<file path="config.mk">
export PLATFORM = sky130hd
export DESIGN_NAME = pe_accum
export DESIGN_NICKNAME = d
export VERILOG_FILES = /design/src/rtl/cnn_pkg.sv /design/src/rtl/pe_accum_fifo.sv /design/src/rtl/pe_accum.sv
export SDC_FILE = /design/constraint.sdc
export NUM_CORES = 1
export LEC_CHECK = 0
export CAP_MARGIN = 0
export CORE_MARGIN = 8
export CORE_UTILIZATION = 59
export DETAILED_ROUTE_END_ITERATION = 10
export PLACE_DENSITY = 0.87
export SLEW_MARGIN = 20
export SYNTH_ARGS = -nofsm -noshare
export SYNTH_HDL_FRONTEND = slang
export SYNTH_SLANG_ARGS = --single-unit
</file>
<file path="constraint.sdc">
create_clock -name clk -period 5.07 [get_ports clk]
set_input_delay 1.014 -clock clk [delete_from_list [all_inputs] [get_ports clk]]
set_output_delay 1.014 -clock clk [all_outputs]
set_load 0.01 [all_outputs]
</file>
<file path="src/rtl/cnn_pkg.sv">
// Shared CNN datapath types and helpers: window length, column
// count, accumulator width and the output-pixel record.
package cnn_pkg;

  localparam int WORDWIDTH = 32;
  localparam int NUM1      = 14;
  localparam int NUM2      = 5;
  localparam int CHANNEL   = 6;

  function automatic int win_len(input int ch, input int k);
    return ch * k;
  endfunction

  function automatic int col_cnt(input int n1, input int k);
    return n1 + 1 - k;
  endfunction

  function automatic int accw(input int w, input int ch, input int k);
    return w + $clog2(ch * k);
  endfunction

  localparam int WIN  = win_len(CHANNEL, NUM2);
  localparam int COLS = col_cnt(NUM1, NUM2);
  localparam int COLW = $clog2(COLS);
  localparam int ACCW = accw(WORDWIDTH, CHANNEL, NUM2);

  typedef struct packed {
    logic [WORDWIDTH-1:0] data;
    logic [COLW-1:0]      col;
    logic [COLW-1:0]      row;
  } pix_t;

endpackage

</file>
<file path="src/rtl/pe_accum_fifo.sv">
// Small synchronous FIFO for finished pixels; a push is accepted
// while full if a pop happens in the same cycle.
module pe_accum_fifo
  import cnn_pkg::*;
#(
  parameter type T     = pix_t,
  parameter int  DEPTH = 4
) (
  input  logic clk,
  input  logic rst,
  input  logic push_i,
  input  T     din_i,
  input  logic pop_i,
  output T     dout_o,
  output logic full_o,
  output logic empty_o
);

  localparam int AW = $clog2(DEPTH);

  T           mem_q [DEPTH];
  logic [AW:0] wr_q;
  logic [AW:0] rd_q;
  logic        do_pop;
  logic        do_push;

  assign empty_o = (wr_q == rd_q);
  assign full_o  = (wr_q[AW] != rd_q[AW]) &&
                   (wr_q[AW-1:0] == rd_q[AW-1:0]);
  assign do_pop  = pop_i & ~empty_o;
  assign do_push = push_i & (~full_o | do_pop);
  assign dout_o  = mem_q[rd_q[AW-1:0]];

  always_ff @(posedge clk) begin
    if (rst) begin
      wr_q <= '0;
      rd_q <= '0;
      for (int i = 0; i < DEPTH; i++) mem_q[i] <= '0;
    end else begin
      if (do_push) begin
        mem_q[wr_q[AW-1:0]] <= din_i;
        wr_q <= wr_q + 1'b1;
      end
      if (do_pop) rd_q <= rd_q + 1'b1;
    end
  end

endmodule

</file>
<file path="src/rtl/pe_accum.sv">
// Partial-sum accumulator with saturation, column/row tagging and an
// output FIFO. Define PE_ACCUM_RELU_EN to clamp negative pixels to 0.
module pe_accum
  import cnn_pkg::*;
#(
  parameter int WORDWIDTH  = cnn_pkg::WORDWIDTH,
  parameter int NUM1       = cnn_pkg::NUM1,
  parameter int NUM2       = cnn_pkg::NUM2,
  parameter int CHANNEL    = cnn_pkg::CHANNEL,
  parameter int FIFO_DEPTH = 4,
  localparam int CW   = $clog2(win_len(CHANNEL, NUM2)),
  localparam int COLW = $clog2(col_cnt(NUM1, NUM2))
) (
  input  logic                        clk,
  input  logic                        rst,
  input  logic                        en,
  input  logic                        prod_valid,
  input  logic signed [WORDWIDTH-1:0] prod_data,
  input  logic [CW-1:0]               count1,
  input  logic [COLW-1:0]             count2,
  output logic                        out_valid,
  input  logic                        out_ready,
  output logic [WORDWIDTH-1:0]        out_data,
  output logic [COLW-1:0]             out_col,
  output logic [COLW-1:0]             out_row,
  output logic                        sat_flag,
  output logic                        drop_err,
  output logic                        seq_err
);

  localparam int WINL  = win_len(CHANNEL, NUM2);
  localparam int COLSL = col_cnt(NUM1, NUM2);
  localparam int AW    = accw(WORDWIDTH, CHANNEL, NUM2);
  localparam int XW    = AW - WORDWIDTH;

  localparam logic signed [AW-1:0] MAXV =
    {{(XW+1){1'b0}}, {(WORDWIDTH-1){1'b1}}};
  localparam logic signed [AW-1:0] MINV =
    {{(XW+1){1'b1}}, {(WORDWIDTH-1){1'b0}}};

  typedef struct packed {
    logic [WORDWIDTH-1:0] data;
    logic [COLW-1:0]      col;
    logic [COLW-1:0]      row;
  } entry_t;

  logic signed [AW-1:0]        acc_q, acc_d;
  logic signed [AW-1:0]        sum;
  logic [CW-1:0]               exp_q, exp_d;
  logic [COLW-1:0]             row_q, row_d;
  logic                        sat_q, drop_q, seq_q;
  logic                        beat, first, last;
  logic                        push, pop, full, empty;
  logic                        clamp_hi, clamp_lo;
  logic [WORDWIDTH-1:0]        sat_v, res_v;
  entry_t                      wr_e, rd_e;

  assign beat  = en & prod_valid;
  assign first = (count1 == '0);
  assign last  = (count1 == CW'(WINL - 1));
  assign push  = beat & last;
  assign pop   = out_valid & out_ready;

  always_comb begin
    sum = (first ? '0 : acc_q) +
          {{XW{prod_data[WORDWIDTH-1]}}, prod_data};
    clamp_hi = (sum > MAXV);
    clamp_lo = (sum < MINV);
    sat_v = sum[WORDWIDTH-1:0];
    if (clamp_hi) sat_v = MAXV[WORDWIDTH-1:0];
    if (clamp_lo) sat_v = MINV[WORDWIDTH-1:0];
`ifdef PE_ACCUM_RELU_EN
    res_v = sat_v[WORDWIDTH-1] ? '0 : sat_v;
`else
    res_v = sat_v;
`endif
  end

  always_comb begin
    acc_d = acc_q;
    exp_d = exp_q;
    row_d = row_q;
    if (!en) begin
      acc_d = '0;
      exp_d = '0;
      row_d = '0;
    end else if (beat) begin
      acc_d = sum;
      exp_d = last ? '0 : count1 + CW'(1);
      // a lost pixel still occupies its raster position
      if (last && count2 == COLW'(COLSL - 1))
        row_d = (row_q == COLW'(COLSL - 1)) ? '0 : row_q + COLW'(1);
    end
  end

  always_ff @(posedge clk) begin
    if (rst) begin
      acc_q  <= '0;
      exp_q  <= '0;
      row_q  <= '0;
      sat_q  <= 1'b0;
      drop_q <= 1'b0;
      seq_q  <= 1'b0;
    end else begin
      acc_q  <= acc_d;
      exp_q  <= exp_d;
      row_q  <= row_d;
      sat_q  <= sat_q | (push & (clamp_hi | clamp_lo));
      drop_q <= drop_q | (push & full & ~pop);
      seq_q  <= seq_q | (beat & (count1 != exp_q));
    end
  end

  assign wr_e = '{data: res_v, col: count2, row: row_q};

  pe_accum_fifo #(
    .T     (entry_t),
    .DEPTH (FIFO_DEPTH)
  ) u_fifo (
    .clk     (clk),
    .rst     (rst),
    .push_i  (push),
    .din_i   (wr_e),
    .pop_i   (pop),
    .dout_o  (rd_e),
    .full_o  (full),
    .empty_o (empty)
  );

  assign out_valid = ~empty;
  assign out_data  = rd_e.data;
  assign out_col   = rd_e.col;
  assign out_row   = rd_e.row;
  assign sat_flag  = sat_q;
  assign drop_err  = drop_q;
  assign seq_err   = seq_q;

endmodule

</file>
==> run summary <==
vias = 8636
min Tclk post-route = 4850 ps
Final setup viols = 0
P&R area growth vs syn = 21.9%
CTS sink count = 217
placed instance area = 13200 µm²
CTS root buf = clkbuf_16
Final GP Congestion = 0.917
commonest non-fill, non-tap cells in the layout = nor2_1, edfxtp_1, clkdlybuf4s50_1, a21oi_1, buf_4
Post-Syn Area = 11400 µm²
Post-synth ARST share = 0%
ANT cells = 0
clk_skew = 12.1 ps
gr busiest metal = met2
Detailed Routing Iterations Pass 1 = 5
full die area = 24100 µm²
Num CTS Buffers = 23
drt wl/cell = 19.3 µm
Hold Crit Depth = 2
setup tns final = 0 ps
# IOs = 90
Reg2Reg Launch Point = acc_q[0]
Total Power Consumption = 4.29 mW
slew margin rel. = 28.3%
global routing met1 resource utilization = 29.0%
max-cap viol count = 0
Worst Setup Path Type = primary input to register
met2 GRT Util = 41.6%
Initial Util = 59.5%
Setup WS pre-CTS = -249 ps
Hold EP = acc_q[33]
Iter 0 DRT Violations = 662
HP Class = register to register
Cell Rows = 51
H-tree Lvls = 1
met3 Usage GRT = 4.69%
worst IR drop on VDD = 0.257 mV
total track usage = 23.8%
# port buffers = 89
count of unique library cells instantiated by Yosys = 66
Hold Startpoint = acc_q[33]
CTS tree = yes
layout cells sized above 1 = 16.3%
worst path cell trace = clkdlybuf4s50_1 > inv_1 > ha_1 > nor4b_4 > buf_4 > nor2b_1 > ha_1 > inv_1 > fa_1 > nand2b_1 > a21oi_1 > o21ai_1 > o211ai_2 > buf_4 > o31ai_4 > xnor2_2 > a211oi_2 > a21bo_1 > buf_12 > and2_1 > nor2_1
PnR worst setup slack = 222 ps
DIE WIDTH = 155 µm
Syn Nets = 1128
post-route cell area = 13900 µm²
Clk Latency, worst-skew pair = 510 ps
arrival time worst endpoint = 5100 ps
Post-route DRC = 0
initial antenna violation count = 1
commonest non-fill, non-tap cell in the layout = nor2_1
Req. time, crit path = 5320 ps
sequential cell area fraction in the yosys report = 52.0%
antenna violation net count after detailed routing = 0
Top Family by Delay on Critical Path = compound AO/OA/AOI/OAI gates
Final Instance Count excl. Fillers = 1468
Synth Instances = 1040
Leak Pwr = 5.52 nW
RSZ-0062 raised after global routing = false
worst reg2reg setup slack = 1400 ps
Slew Viols, Final = 0
commonest register cell after synthesis = edfxtp_1
EDFF count, synth = 160
placed insts = 1427
Worst setup SP type = primary input
critical path's slowest cell = clkdlybuf4s50_1
CTS Hold Bufs = 0
Worst path max stage delay = 480 ps
first-pass GRT wire length = 45500 µm
Max FO, Critical Path = 26
die outline height = 155 µm
Worst setup EP type = register
DP Wirelength = 19400 µm
vias per inst = 5.88
Max clock buf depth = 3
Clock transition at path regs = 60 ps
grt ovf = 0
Ys Warns = 0
worst-margin pin slew = 1080 ps
core area = 19200 µm²
fin nets = 1275
#FFs+latches synth = 217
Max Fclk = 206 MHz
critical path buffer and inverter count = 6
syn_area_per_cell = 11.0 µm²
Final Hold Violating Endpoints = 0
vias in the first global route = 8806
R2R Path End = u_fifo.mem_q[2][35]
Total Wirelength = 28300 µm
Final period util = 95.6%
cell depth of the worst flop-to-flop path = 16
power density over the cells = 308 nW/µm²
fill count = 1273
largest net degree at the start of global routing = 43
outcome = finished clean
[sequential cells by signal (all words and copies together) (netlist names), named ones only]
signal        flops
exp_q             5
acc_q            37
sat_flag          1
drop_err          1
u_fifo.mem_q    160
row_q             4
u_fifo.wr_q       3
u_fifo.rd_q       3
seq_err           1
[layout make-up]
cell class | count | area, µm² | share of cell area [%]
Sequential cell | 217 | 5950 | 42.7
Multi-Input combinational cell | 747 | 5150 | 37.0
Timing Repair Buffer | 179 | 1680 | 12.1
Clock buffer | 36 | 658 | 4.72
Tap cell | 265 | 332 | 2.38
Clock inverter | 5 | 88.8 | 0.638
Inverter | 19 | 71.3 | 0.512
[power by group]
group / switching (mW) / total [mW] / internal [mW]
Sequential: 0.0214 / 1.98 / 1.96
Clock: 0.672 / 1.67 / 0.999
Combinational: 0.358 / 0.641 / 0.283
[worst max path at each step]
stage	cells past startpoint	endpoint	startpoint
2_1_floorplan	17	u_fifo.mem_q[0][28]	count1[2]
3_3_place_gp	21	u_fifo.mem_q[0][14]	count1[0]
3_5_place_dp	21	u_fifo.mem_q[0][16]	count1[0]
4_1_cts	21	u_fifo.mem_q[2][29]	count1[0]
5_1_grt	21	u_fifo.mem_q[2][35]	count1[0]
6_report	21	u_fifo.mem_q[2][35]	count1[0]
[layer usage]
metal	up-vias	share of wire [%]	routed length, µm
li1	4014	-	-
met4	0	2.8	806
met1	4169	39	11100
met3	65	8.3	2340
met2	388	50	14100
met5	-	0	0
[stage by stage]
stage | utilization [%] | hold slack (ps)
2_1_floorplan | - | 432
3_3_place_gp | 68.6 | 448
3_5_place_dp | 68.6 | 449
4_1_cts | 72.5 | 458
5_1_grt | 72.5 | 499
6_report | 72.5 | 461
[tightest hold or removal path, delay by kind of cell (launching register included)]
| kind | cells | cell delay [ps] |
|---|---|---|
| AOI/OAI and AO/OA | 1 | 50 |
| and+or+nand+nor | 1 | 50 |
| DFF | 1 | 310 |
[kinds of logic after synthesis]
kind of cell / after synthesis / synth area share, %
AO/OA/AOI/OAI: 169 / 9.51
flip-flops: 217 / 52.0
adder cells (fa/ha/maj): 42 / 4.67
XOR/XNOR: 49 / 3.82
AND/OR/NAND/NOR: 438 / 18.4
buffers and inverters: 76 / 2.91
multiplexers: 49 / 8.67
[cell usage after synthesis (7+ instances only)]
library cell	number	share of area [%]
a21oi_1	83	3.6
edfxtp_1	160	42
mux4_2	40	7.9
xnor2_1	26	2.0
dfxtp_1	57	10
buf_2	23	1.0
inv_1	18	0.59
and2_1	48	2.6
o21ai_0	22	0.96
nand4_1	12	0.66
and2_4	10	0.77
ha_1	41	4.5
nand3_1	18	0.79
nor3_1	13	0.57
mux2i_1	9	0.79
a21o_1	9	0.59
nor2b_1	50	2.7
a31oi_1	7	0.38
nand2_1	44	1.4
nor2_1	219	7.2
xor2_1	22	1.7
clkbuf_1	26	0.85
[repair_timing]
action | in CTS | in global routing
buffers inserted | 0 | 0
endpoints found under the setup margin | 0 | 2
gates resized for setup | 0 | 1
Power figures use the tool's default switching activity.
